<file path="src/rtl/axi_wr_req_sched_if.sv">
// rtl/axi_wr_req_sched_if.sv - AXI4 write channel bundle (AW/W/B) driven by axi_wr_req_sched
// Purpose: groups the AXI4 write address, write data and write response channels.
// Ports (master view):
//   AW: O_AWID[7], O_AWADDR[64], O_AWLEN[8], O_AWSIZE[3], O_AWBURST[2], O_AWVALID, I_AWREADY
//   W : O_WDATA[256], O_WSTRB[32], O_WLAST, O_WVALID, I_WREADY
//   B : I_BID[7], I_BRESP[2], I_BVALID, O_BREADY
interface axi_wr_req_sched_if;
    logic [6:0]   O_AWID;
    logic [63:0]  O_AWADDR;
    logic [7:0]   O_AWLEN;
    logic [2:0]   O_AWSIZE;
    logic [1:0]   O_AWBURST;
    logic         O_AWVALID;
    logic         I_AWREADY;
    logic [255:0] O_WDATA;
    logic [31:0]  O_WSTRB;
    logic         O_WLAST;
    logic         O_WVALID;
    logic         I_WREADY;
    logic [6:0]   I_BID;
    logic [1:0]   I_BRESP;
    logic         I_BVALID;
    logic         O_BREADY;

    modport master (
        output O_AWID, O_AWADDR, O_AWLEN, O_AWSIZE, O_AWBURST, O_AWVALID,
        input  I_AWREADY,
        output O_WDATA, O_WSTRB, O_WLAST, O_WVALID,
        input  I_WREADY,
        input  I_BID, I_BRESP, I_BVALID,
        output O_BREADY
    );

    modport slave (
        input  O_AWID, O_AWADDR, O_AWLEN, O_AWSIZE, O_AWBURST, O_AWVALID,
        output I_AWREADY,
        input  O_WDATA, O_WSTRB, O_WLAST, O_WVALID,
        output I_WREADY,
        output I_BID, I_BRESP, I_BVALID,
        input  O_BREADY
    );
endinterface

</file>
<file path="src/rtl/axi_wr_req_sched.sv">
// rtl/axi_wr_req_sched.sv - round-robin AXI4 write scheduler for MCTP-over-PCIe-VDM packet sources
// Purpose: grants one of NUM_REQ requesters at a time, issues AW, forwards its beats to W,
//          collects B (with timeout) and keeps a 2-bit packet sequence number per requester.
// Ports:
//   i_clk, i_reset_n                 clock, async active-low reset
//   I_REQ_VALID / O_REQ_READY        request handshake (READY is a one-cycle accept pulse)
//   I_REQ_ADDR / I_REQ_LEN           per-requester address (64b) and AWLEN (8b) slices
//   I_REQ_WDATA / I_REQ_WVALID       per-requester 256b beat stream, O_REQ_WREADY back-pressure
//   O_REQ_DONE / O_REQ_RESP          completion pulse and status
//   O_PKT_SEQ                        2-bit sequence number per requester
//   axi                              AXI4 write master port
module axi_wr_req_sched #(
    parameter int NUM_REQ   = 2,
    parameter int B_TIMEOUT = 1024
) (
    input  logic                   i_clk,
    input  logic                   i_reset_n,
    input  logic [NUM_REQ-1:0]     I_REQ_VALID,
    output logic [NUM_REQ-1:0]     O_REQ_READY,
    input  logic [NUM_REQ*64-1:0]  I_REQ_ADDR,
    input  logic [NUM_REQ*8-1:0]   I_REQ_LEN,
    input  logic [NUM_REQ*256-1:0] I_REQ_WDATA,
    input  logic [NUM_REQ-1:0]     I_REQ_WVALID,
    output logic [NUM_REQ-1:0]     O_REQ_WREADY,
    output logic [NUM_REQ-1:0]     O_REQ_DONE,
    output logic [1:0]             O_REQ_RESP,
    output logic [NUM_REQ*2-1:0]   O_PKT_SEQ,
    axi_wr_req_sched_if.master     axi
);
    localparam int IW = (NUM_REQ > 1) ? $clog2(NUM_REQ) : 1;
    localparam int TW = $clog2(B_TIMEOUT + 1);

    typedef enum logic [1:0] {ST_IDLE, ST_ADDR, ST_DATA, ST_RESP} state_t;

    state_t          state_q, state_d;
    logic [IW-1:0]   ptr_q, ptr_d;
    logic [IW-1:0]   gnt_q, gnt_d;
    logic            awvalid_q, awvalid_d;
    logic [63:0]     awaddr_q, awaddr_d;
    logic [7:0]      awlen_q, awlen_d;
    logic [6:0]      awid_q, awid_d;
    logic            bready_q, bready_d;
    logic [7:0]      cnt_q, cnt_d;
    logic [TW-1:0]   tmo_q, tmo_d;
    logic [NUM_REQ-1:0] req_ready_q, req_ready_d;
    logic [NUM_REQ-1:0] done_q, done_d;
    logic [1:0]      resp_q, resp_d;
    logic [1:0]      seq_q [NUM_REQ];
    logic [1:0]      seq_d [NUM_REQ];

    logic [63:0]     addr_arr  [NUM_REQ];
    logic [7:0]      len_arr   [NUM_REQ];
    logic [255:0]    wdata_arr [NUM_REQ];

    for (genvar i = 0; i < NUM_REQ; i++) begin : g_slice
        assign addr_arr[i]            = I_REQ_ADDR[64*i +: 64];
        assign len_arr[i]             = I_REQ_LEN[8*i +: 8];
        assign wdata_arr[i]           = I_REQ_WDATA[256*i +: 256];
        assign O_PKT_SEQ[2*i +: 2]    = seq_q[i];
    end

    // Round-robin pick: scan from the farthest candidate to the nearest, so the
    // first valid requester after the pointer is the one left standing.
    logic          arb_hit;
    logic [IW-1:0] arb_idx;
    logic [IW-1:0] cand;
    always_comb begin
        arb_hit = 1'b0;
        arb_idx = ptr_q;
        cand    = ptr_q;
        for (int i = NUM_REQ; i >= 1; i--) begin
            cand = IW'((int'(ptr_q) + i) % NUM_REQ);
            if (I_REQ_VALID[cand]) begin
                arb_hit = 1'b1;
                arb_idx = cand;
            end
        end
    end

    // W channel is a combinational pass-through of the granted requester.
    logic       w_valid;
    logic       w_hs;
    logic [1:0] b_resp;
    assign w_valid = (state_q == ST_DATA) && I_REQ_WVALID[gnt_q];
    assign w_hs    = w_valid && axi.I_WREADY;
    // A response carrying someone else's ID cannot be trusted as ours.
    assign b_resp  = (axi.I_BID != awid_q) ? 2'b10 : axi.I_BRESP;

    always_comb begin
        O_REQ_WREADY = '0;
        if (state_q == ST_DATA) O_REQ_WREADY[gnt_q] = axi.I_WREADY;
    end

    always_comb begin
        state_d     = state_q;
        ptr_d       = ptr_q;
        gnt_d       = gnt_q;
        awvalid_d   = awvalid_q;
        awaddr_d    = awaddr_q;
        awlen_d     = awlen_q;
        awid_d      = awid_q;
        bready_d    = bready_q;
        cnt_d       = cnt_q;
        tmo_d       = tmo_q;
        req_ready_d = '0;
        done_d      = '0;
        resp_d      = resp_q;
        seq_d       = seq_q;
        case (state_q)
            ST_IDLE: begin
                if (arb_hit) begin
                    gnt_d                = arb_idx;
                    awaddr_d             = addr_arr[arb_idx];
                    awlen_d              = len_arr[arb_idx];
                    awid_d               = 7'(arb_idx);
                    awvalid_d            = 1'b1;
                    req_ready_d[arb_idx] = 1'b1;
                    state_d              = ST_ADDR;
                end
            end
            ST_ADDR: begin
                if (axi.I_AWREADY) begin
                    awvalid_d = 1'b0;
                    cnt_d     = '0;
                    state_d   = ST_DATA;
                end
            end
            ST_DATA: begin
                if (w_hs) begin
                    cnt_d = cnt_q + 8'd1;
                    if (cnt_q == awlen_q) begin
                        bready_d = 1'b1;
                        tmo_d    = '0;
                        state_d  = ST_RESP;
                    end
                end
            end
            ST_RESP: begin
                if (axi.I_BVALID && bready_q) begin
                    bready_d      = 1'b0;
                    done_d[gnt_q] = 1'b1;
                    resp_d        = b_resp;
                    if (b_resp == 2'b00) seq_d[gnt_q] = seq_q[gnt_q] + 2'd1;
                    ptr_d         = gnt_q;
                    state_d       = ST_IDLE;
                end else if (tmo_q == TW'(B_TIMEOUT - 1)) begin
                    // Last allowed cycle: complete with SLVERR and stop listening on B.
                    bready_d      = 1'b0;
                    done_d[gnt_q] = 1'b1;
                    resp_d        = 2'b10;
                    ptr_d         = gnt_q;
                    state_d       = ST_IDLE;
                end else begin
                    tmo_d = tmo_q + TW'(1);
                end
            end
            default: state_d = ST_IDLE;
        endcase
    end

    always_ff @(posedge i_clk or negedge i_reset_n) begin
        if (!i_reset_n) begin
            state_q     <= ST_IDLE;
            ptr_q       <= IW'(NUM_REQ - 1);
            gnt_q       <= '0;
            awvalid_q   <= 1'b0;
            awaddr_q    <= '0;
            awlen_q     <= '0;
            awid_q      <= '0;
            bready_q    <= 1'b0;
            cnt_q       <= '0;
            tmo_q       <= '0;
            req_ready_q <= '0;
            done_q      <= '0;
            resp_q      <= '0;
            seq_q       <= '{default: '0};
        end else begin
            state_q     <= state_d;
            ptr_q       <= ptr_d;
            gnt_q       <= gnt_d;
            awvalid_q   <= awvalid_d;
            awaddr_q    <= awaddr_d;
            awlen_q     <= awlen_d;
            awid_q      <= awid_d;
            bready_q    <= bready_d;
            cnt_q       <= cnt_d;
            tmo_q       <= tmo_d;
            req_ready_q <= req_ready_d;
            done_q      <= done_d;
            resp_q      <= resp_d;
            seq_q       <= seq_d;
        end
    end

    assign O_REQ_READY   = req_ready_q;
    assign O_REQ_DONE    = done_q;
    assign O_REQ_RESP    = resp_q;
    assign axi.O_AWID    = awid_q;
    assign axi.O_AWADDR  = awaddr_q;
    assign axi.O_AWLEN   = awlen_q;
    assign axi.O_AWSIZE  = 3'b101;
    assign axi.O_AWBURST = 2'b01;
    assign axi.O_AWVALID = awvalid_q;
    assign axi.O_WDATA   = wdata_arr[gnt_q];
    assign axi.O_WSTRB   = 32'hFFFF_FFFF;
    assign axi.O_WLAST   = (state_q == ST_DATA) && (cnt_q == awlen_q);
    assign axi.O_WVALID  = w_valid;
    assign axi.O_BREADY  = bready_q;
endmodule

</file>
<file path="src/flat_wrapper.sv">
// flat-port wrapper written by rule: the top's interface ports become plain ports
module axi_wr_req_sched_flat 
#(
    parameter int NUM_REQ   = 2,
    parameter int B_TIMEOUT = 1024
)
  (i_clk, i_reset_n, I_REQ_VALID, O_REQ_READY, I_REQ_ADDR, I_REQ_LEN, I_REQ_WDATA, I_REQ_WVALID, O_REQ_WREADY, O_REQ_DONE, O_REQ_RESP, O_PKT_SEQ, axi_O_AWID, axi_O_AWADDR, axi_O_AWLEN, axi_O_AWSIZE, axi_O_AWBURST, axi_O_AWVALID, axi_I_AWREADY, axi_O_WDATA, axi_O_WSTRB, axi_O_WLAST, axi_O_WVALID, axi_I_WREADY, axi_I_BID, axi_I_BRESP, axi_I_BVALID, axi_O_BREADY);
  axi_wr_req_sched_if axi_i ();
  input  logic i_clk;
  input  logic i_reset_n;
  input  logic [NUM_REQ-1:0] I_REQ_VALID;
  output logic [NUM_REQ-1:0] O_REQ_READY;
  input  logic [NUM_REQ*64-1:0] I_REQ_ADDR;
  input  logic [NUM_REQ*8-1:0] I_REQ_LEN;
  input  logic [NUM_REQ*256-1:0] I_REQ_WDATA;
  input  logic [NUM_REQ-1:0] I_REQ_WVALID;
  output logic [NUM_REQ-1:0] O_REQ_WREADY;
  output logic [NUM_REQ-1:0] O_REQ_DONE;
  output logic [1:0] O_REQ_RESP;
  output logic [NUM_REQ*2-1:0] O_PKT_SEQ;
  output wire logic [$bits(axi_i.O_AWID)-1:0] axi_O_AWID;
  output wire logic [$bits(axi_i.O_AWADDR)-1:0] axi_O_AWADDR;
  output wire logic [$bits(axi_i.O_AWLEN)-1:0] axi_O_AWLEN;
  output wire logic [$bits(axi_i.O_AWSIZE)-1:0] axi_O_AWSIZE;
  output wire logic [$bits(axi_i.O_AWBURST)-1:0] axi_O_AWBURST;
  output wire logic [$bits(axi_i.O_AWVALID)-1:0] axi_O_AWVALID;
  input wire logic [$bits(axi_i.I_AWREADY)-1:0] axi_I_AWREADY;
  output wire logic [$bits(axi_i.O_WDATA)-1:0] axi_O_WDATA;
  output wire logic [$bits(axi_i.O_WSTRB)-1:0] axi_O_WSTRB;
  output wire logic [$bits(axi_i.O_WLAST)-1:0] axi_O_WLAST;
  output wire logic [$bits(axi_i.O_WVALID)-1:0] axi_O_WVALID;
  input wire logic [$bits(axi_i.I_WREADY)-1:0] axi_I_WREADY;
  input wire logic [$bits(axi_i.I_BID)-1:0] axi_I_BID;
  input wire logic [$bits(axi_i.I_BRESP)-1:0] axi_I_BRESP;
  input wire logic [$bits(axi_i.I_BVALID)-1:0] axi_I_BVALID;
  output wire logic [$bits(axi_i.O_BREADY)-1:0] axi_O_BREADY;
  assign axi_O_AWID = axi_i.O_AWID;
  assign axi_O_AWADDR = axi_i.O_AWADDR;
  assign axi_O_AWLEN = axi_i.O_AWLEN;
  assign axi_O_AWSIZE = axi_i.O_AWSIZE;
  assign axi_O_AWBURST = axi_i.O_AWBURST;
  assign axi_O_AWVALID = axi_i.O_AWVALID;
  assign axi_i.I_AWREADY = axi_I_AWREADY;
  assign axi_O_WDATA = axi_i.O_WDATA;
  assign axi_O_WSTRB = axi_i.O_WSTRB;
  assign axi_O_WLAST = axi_i.O_WLAST;
  assign axi_O_WVALID = axi_i.O_WVALID;
  assign axi_i.I_WREADY = axi_I_WREADY;
  assign axi_i.I_BID = axi_I_BID;
  assign axi_i.I_BRESP = axi_I_BRESP;
  assign axi_i.I_BVALID = axi_I_BVALID;
  assign axi_O_BREADY = axi_i.O_BREADY;
  axi_wr_req_sched #(.NUM_REQ(NUM_REQ), .B_TIMEOUT(B_TIMEOUT)) u_core (.i_clk(i_clk), .i_reset_n(i_reset_n), .I_REQ_VALID(I_REQ_VALID), .O_REQ_READY(O_REQ_READY), .I_REQ_ADDR(I_REQ_ADDR), .I_REQ_LEN(I_REQ_LEN), .I_REQ_WDATA(I_REQ_WDATA), .I_REQ_WVALID(I_REQ_WVALID), .O_REQ_WREADY(O_REQ_WREADY), .O_REQ_DONE(O_REQ_DONE), .O_REQ_RESP(O_REQ_RESP), .O_PKT_SEQ(O_PKT_SEQ), .axi(axi_i));
endmodule
</file>
<file path="config.mk">
export PLATFORM = sky130hd
export DESIGN_NAME = axi_wr_req_sched_flat
export DESIGN_NICKNAME = d
export VERILOG_FILES = /design/src/rtl/axi_wr_req_sched_if.sv /design/src/rtl/axi_wr_req_sched.sv /design/src/flat_wrapper.sv
export SDC_FILE = /design/constraint.sdc
export NUM_CORES = 1
export LEC_CHECK = 0
export BUFFER_PORTS_ARGS = -buffer_cell sky130_fd_sc_hd__buf_2
export CAP_MARGIN = 40
export CORE_AREA = 2 2 419 421
export CTS_CLUSTER_SIZE = 10
export DETAILED_ROUTE_END_ITERATION = 8
export DIE_AREA = 0 0 421 423
export GPL_TIMING_DRIVEN = 0
export MAX_ROUTING_LAYER = met4
export SYNTH_ARGS = -nofsm -noshare
export SYNTH_HDL_FRONTEND = slang
export SYNTH_SLANG_ARGS = --single-unit
</file>
<file path="constraint.sdc">
create_clock -name i_clk -period 3.05 [get_ports i_clk]
set_input_delay 0.4575 -clock i_clk [delete_from_list [all_inputs] [get_ports i_clk]]
set_output_delay 0.4575 -clock i_clk [all_outputs]
set_load 0.02 [all_outputs]
</file>
==> metrics.md, run 1 <==
| Metric | Value |
|---|---|
| Cell Pwr Density | `~850 nW/um^2` |
| Flop pwr share | `17.0%` |
| Post-synth EDFFs | `0` |
| ANT nets after route | `0` |
| Hold path cells | `3` |
| CTS tree | `built` |
| Finish-stage setup viols | `0` |
| Overflow after GRT | `0` |
| Register bit total from synthesis | `107` |
| RR Endpoint | `u_core.O_REQ_RESP[0]$_DFFE_PN0P_` |
| Setup Total Neg Slack | `0 ns` |
| CTS buffer count | `9` |
| Boundary pin count | `1062` |
| Synth-to-layout area growth | `106%` |
| Via/cell ratio | `~2.8` |
| Core Area | `173000 um^2` |
| Relative slew slack | `between 50% and 60%` |
| Final Hold Fails | `0` |
| Clk_lat worst skew | `about 0.45 ns` |
| Max Fclk | `0.340 GHz` |
| Initial antenna violation count | `77` |
| Synth warn | `0` |
| DRT Pass-1 Iters | `7` |
| Crit Path Max Fanout | `10` |
| # Max-Cap Violations | `0` |
| Hold Crit Class | `in -> reg` |
| Die area | `178000 um^2` |
| DR vias | `11802` |
| Number of remaining DRC errors | `0` |
| Die Y | `423 um` |
| Wire length of the first global-routing pass | `141000 um` |
| Die width | `around 420 um` |
| Comb pwr share | `72.6%` |
| Reg-to-reg setup timing slack | `~0.36 ns` |
| Cells after synthesis | `796` |
| Largest net degree at the start of global routing | `69` |
| Status | `completed` |
| H-tree levels | `3` |
| Max-slew violation count | `0` |
| Slew @ Worst Pin | `a little over 0.7 ns` |
| HP Start | `I_REQ_ADDR[68]` |
| Final cycle utilization of the critical path | `96.4%` |
| P_int | `6.17 mW` |
| Worst Skew | `approximately 0.031 ns` |
| Routed Wire Length | `~120000 um` |
| Core Util, Final | `9.90%` |
| Hpwl dp | `roughly 110000 um` |
| Synthesized area per cell | `10.4 um^2` |
| Worst Setup End Kind | `output pin` |
| Worst EP required | `approximately 2.6 ns` |
| Unique masters post-synth | `55` |
| Worst Hold Path EP | `u_core.axi.O_AWADDR[4]$_DFFE_PN0P_` |
| I/O Buffers | `1018` |
| R2R Path Start | `u_core.axi.O_BREADY$_DFFE_PN0P_` |
| DR iter-0 viols | `about 1100` |
| Syn Std Cell Area | `8320 um^2` |
| Worst Reg-to-Reg Cells | `4` |
| Rows | `153` |
| Crit start category | `flip-flop` |
| Placer Congestion | `1.00` |
| Starting Density | `slightly below 5%` |
| Root Driver | `clkbuf_16` |
| Sw frac | `57.6%` |
| Leakage | `8.36 nW` |
| Unrepaired setup endpoints after global routing | `no` |
| Clk pwr share | `about a tenth` |
| Post-synthesis sequential area ratio | `32.2%` |
| Clk slew on worst S/H paths | `0.11 ns` |
| Power Total | `14.6 mW` |
| Nets@finish | `2564` |
| Final min period | `2.94 ns` |
| Net Switching | `8.38 mW` |
| VDD IR-drop max | `roughly 0.34 mV` |
| Kind of critical path | `reg -> out` |
| Total clock sinks | `107` |
| Number of global-route vias before repair | `between 10000 and 15000` |
| Gr usage total | `13.1%` |
| CP arrival | `2.48 ns` |
| Wirelength per Cell | `28.0 um` |
| CTS max path bufs | `2` |
| Primary FF master, synth | `dfrtp_1` |
| Layout cells sized above 1 | `73.6%` |
| Asr flop ratio synth | `100%` |
[per-stage QoR]
| stage | area, um^2 | setup WS (ns) | cells | hold WS (ns) |
|---|---|---|---|---|
| finish | 17200 | 0.110 | 4225 | 0.210 |
| global route | 17100 | 0.0428 | 4220 | 0.170 |
| CTS | 17100 | 0.00622 | 4213 | 0.136 |
| detailed placement | 16700 | -0.530 | 4194 | 0.430 |
| global placement | 16500 | -1.38 | 4180 | 0.460 |
| floorplan | 8470 | 1.03 | 837 | 0.162 |
[placed cells by master (no fill, tap or decap), drive strengths merged, types with 3 or more instances in the layout]
master / instances
buf: 1110
mux2: 257
dfrtp: 106
inv: 85
a222oi: 72
conb: 43
clkbuf: 37
nand2: 25
nor2: 19
o21ai: 18
nand3: 15
xor2: 13
diode: 12
nand2b: 7
ha: 7
nand4: 6
nor3: 5
a21oi: 5
a22o: 5
and3: 4
nor4: 4
mux2i: 3
o311ai: 3
a211o: 3
xnor2: 3
o31ai: 3
[worst max path at each step]
stage,startpoint,to,slack (ns),cells after the start
after floorplan,u_core.gnt_q$_DFFE_PN0P_,axi_O_WDATA[247],1.03,4
after global placement,u_core.gnt_q$_DFFE_PN0P_,axi_O_WDATA[252],-1.38,5
after detailed placement,u_core.gnt_q$_DFFE_PN0P_,axi_O_WDATA[218],-0.53,5
after CTS,u_core.axi.O_BREADY$_DFFE_PN0P_,u_core.O_REQ_RESP[0]$_DFFE_PN0P_,0.006,4
after global routing,u_core.gnt_q$_DFFE_PN0P_,axi_O_WDATA[33],0.04,5
final,u_core.gnt_q$_DFFE_PN0P_,axi_O_WDATA[114],0.11,7
[cell families (layout without fill, tap and decap cells)]
logic type | after synthesis | in the layout | synth area share (%)
AO/OA/AOI/OAI | 123 | 123 | 13.1
XOR/XNOR | 16 | 16 | 1.69
adder cells (fa/ha/maj) | 7 | 7 | 1.05
buffers and inverters | 185 | 1236 | 10.7
flip-flops | 107 | 107 | 32.2
multiplexers | 260 | 260 | 35.2
other | 2 | 55 | 0.0903
AND/OR/NAND/NOR | 96 | 96 | 5.94
[metal layers]
layer | global-route usage, % | part of all wire, %
met2 | 21.9 | 49
met3 | 6.28 | 12
met5 | - | 0
met1 | 13.5 | 35
met4 | 4.11 | 3.5
[critical path, cell delays in order (launching register included)]
cell and delay [ns]:
dfrtp_2 0.39, buf_12 0.13, buf_8 0.17, clkbuf_8 0.21, buf_8 0.16, buf_2 0.32
mux2_2 0.43, buf_2 0.18
[state kept, by name, indices dropped and copies added (netlist names)]
signal                cells
u_core.tmo_q             11
u_core.ptr_q              1
u_core.state_q            2
u_core.O_REQ_RESP         2
u_core.cnt_q              8
u_core.axi.O_BREADY       1
u_core.gnt_q              1
u_core.O_REQ_READY        2
u_core.O_PKT_SEQ          4
u_core.O_REQ_DONE         2
u_core.axi.O_AWVALID      1
u_core.axi.O_AWADDR      64
u_core.axi.O_AWLEN        8
[area by class of cell]
cell class	count	area [um^2]
Buffer	103	638
Timing Repair Buffer	1035	5370
Sequential cell	107	2680
Clock inverter	6	77.6
Clock buffer	10	239
Tap cell	2325	2910
Antenna cell	12	30.0
Inverter	82	308
Multi-Input combinational cell	545	4910
Fill cell	20196	156000
[synthesized netlist by cell type (3+ instances only)]
cell      instances  area share (%)
mux2_2          256              35
dfrtp_1         106              32
inv_1            82             3.7
a222oi_1         72             8.7
buf_4            44             4.0
clkbuf_1         27             1.2
nand2_1          25             1.1
buf_2            20             1.2
nor2_1           19            0.86
o21ai_0          17             1.0
nand3_1          15            0.90
xor2_1           13             1.4
buf_1            11            0.50
ha_1              7             1.1
nand2b_1          7            0.53
nand4_1           6            0.45
nor3_1            5            0.30
a21oi_1           4            0.24
a211o_1           3            0.32
a22o_2            3            0.36
and3_1            3            0.23
mux2i_1           3            0.36
o311ai_1          3            0.32
xnor2_1           3            0.32
[repair_timing]
item,CTS,global route
setup buffers,2,0
gates resized for setup,19,0
endpoints found under the hold margin,39,0
hold buffers,1,0
endpoints found under the setup margin,258,0
[power by group through the flow]
| stage | sequential (mW) | clock [mW] | combinational, mW |
|---|---|---|---|
| 5_1_grt | 2.52 | 1.65 | 11.3 |
| 2_1_floorplan | 2.93 | 0 | 4.71 |
| 4_1_cts | 2.46 | 1.64 | 11.0 |
| 3_5_place_dp | 2.50 | 0 | 10.8 |
| 3_3_place_gp | 2.49 | 0 | 10.6 |
| 6_report | 2.47 | 1.51 | 10.6 |
Note: power is estimated with default switching activity, not from simulation.
==> run 2, diff against run 1 <==
--- a/config.mk
+++ b/config.mk
@@ -13,6 +13,7 @@
 export DIE_AREA = 0 0 421 423
 export GPL_TIMING_DRIVEN = 0
 export MAX_ROUTING_LAYER = met4
+export PLACE_DENSITY = 0.3
 export SYNTH_ARGS = -nofsm -noshare
 export SYNTH_HDL_FRONTEND = slang
 export SYNTH_SLANG_ARGS = --single-unit
==> run 2 against run 1 <==
Compared with the run above: core utilization is essentially flat; first-iteration DRC count shrank 23%; critical path type unchanged; setup slack gained 0.054 ns; largest power group unchanged; sequential share of layout area grew 0.051 points; critical endpoint is now axi_O_WDATA[131].
==> metrics.md, run 2 (synthesis results as in run 1) <==
| Metric | Value |
|---|---|
| Status | `completed (unchanged)` |
| Synth-to-layout area growth | `106% (about the same)` |
| Starting Density | `4.80% (unchanged)` |
| Clk slew on worst S/H paths | `0.10 ns (was 0.11 ns)` |
| Worst Skew | `0.0170 ns (was 0.0315 ns)` |
| Met1 Use GR | `10.3% (was 13.5%)` |
| Total clock sinks | `107 (unchanged)` |
| Boundary pin count | `1062 (unchanged)` |
| Relative slew slack | `50.1% (was 51.8%)` |
| Die area | `178000 um^2 (unchanged)` |
| Layout cells sized above 1 | `73.9% (was 73.6%)` |
| Wirelength per Cell | `25.2 um (was 28.0 um)` |
| I/O Buffers | `1018 (unchanged)` |
| Via/cell ratio | `2.64 (was 2.79)` |
| GR Util met3 | `5.78% (was 6.28%)` |
| Crit-path slowest cell | `mux2_2 (unchanged)` |
| Placer Congestion | `0.997 (was 1.00)` |
| Rows | `153 (unchanged)` |
| Worst slack at placement | `-0.736 ns (was -0.530 ns)` |
| DR iter-0 viols | `869 (was 1124)` |
| Most frequent cells in the layout | `buf_2, mux2_2, dfrtp_1 (unchanged)` |
| DRT Pass-1 Iters | `5 (was 7)` |
| Final cycle utilization of the critical path | `94.6% (was 96.4%)` |
| CTS tree | `built (unchanged)` |
| Final worst setup slack | `0.164 ns (was 0.110 ns)` |
| Leakage | `8.35 nW (was 8.36 nW)` |
| Wire length of the first global-routing pass | `128000 um (was 141000 um)` |
| CP bufs+invs | `5 (was 6)` |
| Commonest non-fill, non-tap cell in the layout | `buf_2 (unchanged)` |
| Crit Path Max Fanout | `10 (unchanged)` |
| Root Driver | `clkbuf_16 (unchanged)` |
| Hpwl dp | `98800 um (was 110000 um)` |
| CP arrival | `2.43 ns (was 2.48 ns)` |
| Crit start category | `flip-flop (unchanged)` |
| Clk_lat worst skew | `0.42 ns (was 0.45 ns)` |
| Final min period | `2.89 ns (was 2.94 ns)` |
| GRT busiest layer | `met2 (unchanged)` |
| CP cell instances | `buf_12 -> buf_8 -> clkbuf_2 -> buf_4 -> mux2_2 -> buf_2 (was buf_12 -> buf_8 -> clkbuf_8 -> buf_8 -> buf_2 -> mux2_2 -> buf_2)` |
| Unrepaired setup endpoints after global routing | `no (unchanged)` |
| H-tree levels | `3 (unchanged)` |
| Gr usage total | `11.7% (was 13.1%)` |
| CTS buffer count | `9 (unchanged)` |
| Number of remaining DRC errors | `0 (unchanged)` |
| DR vias | `11131 (was 11802)` |
| Number of global-route vias before repair | `11012 (was 11303)` |
| Slew @ Worst Pin | `0.748 ns (was 0.723 ns)` |
| Core Area | `173000 um^2 (unchanged)` |
| Core Util, Final | `9.87% (was 9.90%)` |
| Hold Crit Class | `in -> reg (unchanged)` |
| Initial antenna violation count | `42 (was 77)` |
| Delay-heaviest family, CP | `buffers and inverters (unchanged)` |
| Max Fclk | `0.347 GHz (was 0.340 GHz)` |
| Largest register FFs | `64 (unchanged)` |
| Die width | `421 um (unchanged)` |
| Largest net degree at the start of global routing | `61 (was 69)` |
| Nets@finish | `2564 (unchanged)` |
| Finish-stage setup viols | `0 (unchanged)` |
| Kind of critical path | `reg -> out (unchanged)` |
| Die Y | `423 um (unchanged)` |
| Worst EP required | `2.59 ns (about the same)` |
| Slowest stage delay, CP | `0.45 ns (was 0.43 ns)` |
| ANT nets after route | `0 (unchanged)` |
| Routed Wire Length | `106000 um (was 118000 um)` |
| CTS max path bufs | `2 (unchanged)` |
| Cell Pwr Density | `821 nW/um^2 (was 849 nW/um^2)` |
| VDD IR-drop max | `0.308 mV (was 0.339 mV)` |
| # Max-Cap Violations | `0 (unchanged)` |
| Max-slew violation count | `0 (unchanged)` |
| Final Hold Fails | `0 (unchanged)` |
| Met2 usage | `22.2% (was 21.9%)` |
| Overflow after GRT | `0 (unchanged)` |
| Worst Setup End Kind | `output pin (unchanged)` |
[run 2: cell types whose count changed in the layout (fill, tap and decap cells not counted), moves of 2 or more]
| cell | change |
|---|---|
| buf_2 | +4 |
| buf_6 | -2 |
| clkbuf_2 | +3 |
| diode_2 | -4 |
| clkbuf_8 | -2 |
| clkbuf_4 | +3 |
| inv_8 | +3 |
| clkbuf_1 | -4 |
| inv_6 | -3 |
| buf_8 | +2 |
| buf_1 | -2 |
[run 2: worst paths after layout]
check | startpoint | endpoint | slack [ns] | cells past startpoint
setup / recovery | u_core.gnt_q$_DFFE_PN0P_ | axi_O_WDATA[131] | 0.16 | 6
hold / removal | I_REQ_ADDR[125] | u_core.axi.O_AWADDR[61]$_DFFE_PN0P_ | 0.24 | 3
setup reg to reg | u_core.state_q[0]$_DFFE_PN0P_ | u_core.axi.O_AWADDR[53]$_DFFE_PN0P_ | 0.38 | 8
hold reg to reg | u_core.O_PKT_SEQ[1]$_DFFE_PN0P_ | u_core.O_PKT_SEQ[1]$_DFFE_PN0P_ | 0.47 | 1
max in group asynchronous | i_reset_n | u_core.tmo_q[2]$_DFFE_PN0P_ | 1.80 | 3
min in group asynchronous | i_reset_n | u_core.axi.O_AWADDR[26]$_DFFE_PN0P_ | 0.52 | 2
[run 2: report_power, final]
part	total (mW)	internal, mW	leakage [nW]	switching [mW]
combinational	10.2	3.50	6.84	6.72
sequential	2.48	1.99	1.36	0.499
clock	1.34	0.587	0.151	0.750
[run 2: layout make-up]
type / count / area [um^2]
diodes: 8 / 20.0
flip-flops and latches: 107 / 2680
multi-input cells: 545 / 4900
clock buffers: 9 / 225
fillers: 20285 / 156000
plain buffers: 103 / 627
repair buffers: 1035 / 5350
inverters: 82 / 308
well taps: 2325 / 2910
clock inverters: 7 / 80.1
[run 2: routing by layer]
metal  share of wire [%]  vias up
met1                  30     5394
met2                  56      604
met5                   0        -
met4                 2.0        0
met3                  12       69
li1                    -     5064
[run 2: timing repair]
item,4_1_cts,5_1_grt
buffers inserted,2,0
hold endpoints to repair,37,0
resized for setup,21,0
endpoints found under the setup margin,271,0
hold buffers,1,0
[run 2: worst min-delay path: stages]
cell and delay, ns:
buf_2 0.08, a222oi_1 0.05, inv_1 0.05
[run 2: stage by stage]
step           std cells  TNS (ns)  instance area (um^2)  hold slack (ns)  total power, mW
6_report            4221         0                 17100            0.235             14.0
5_1_grt             4216         0                 17100            0.200             15.1
4_1_cts             4213         0                 17100            0.171             14.7
3_5_place_dp        4194    -67.61                 16700            0.446             13.2
3_3_place_gp        4180   -168.81                 16500            0.462             13.0
2_1_floorplan        837         0                  8470            0.162             7.64
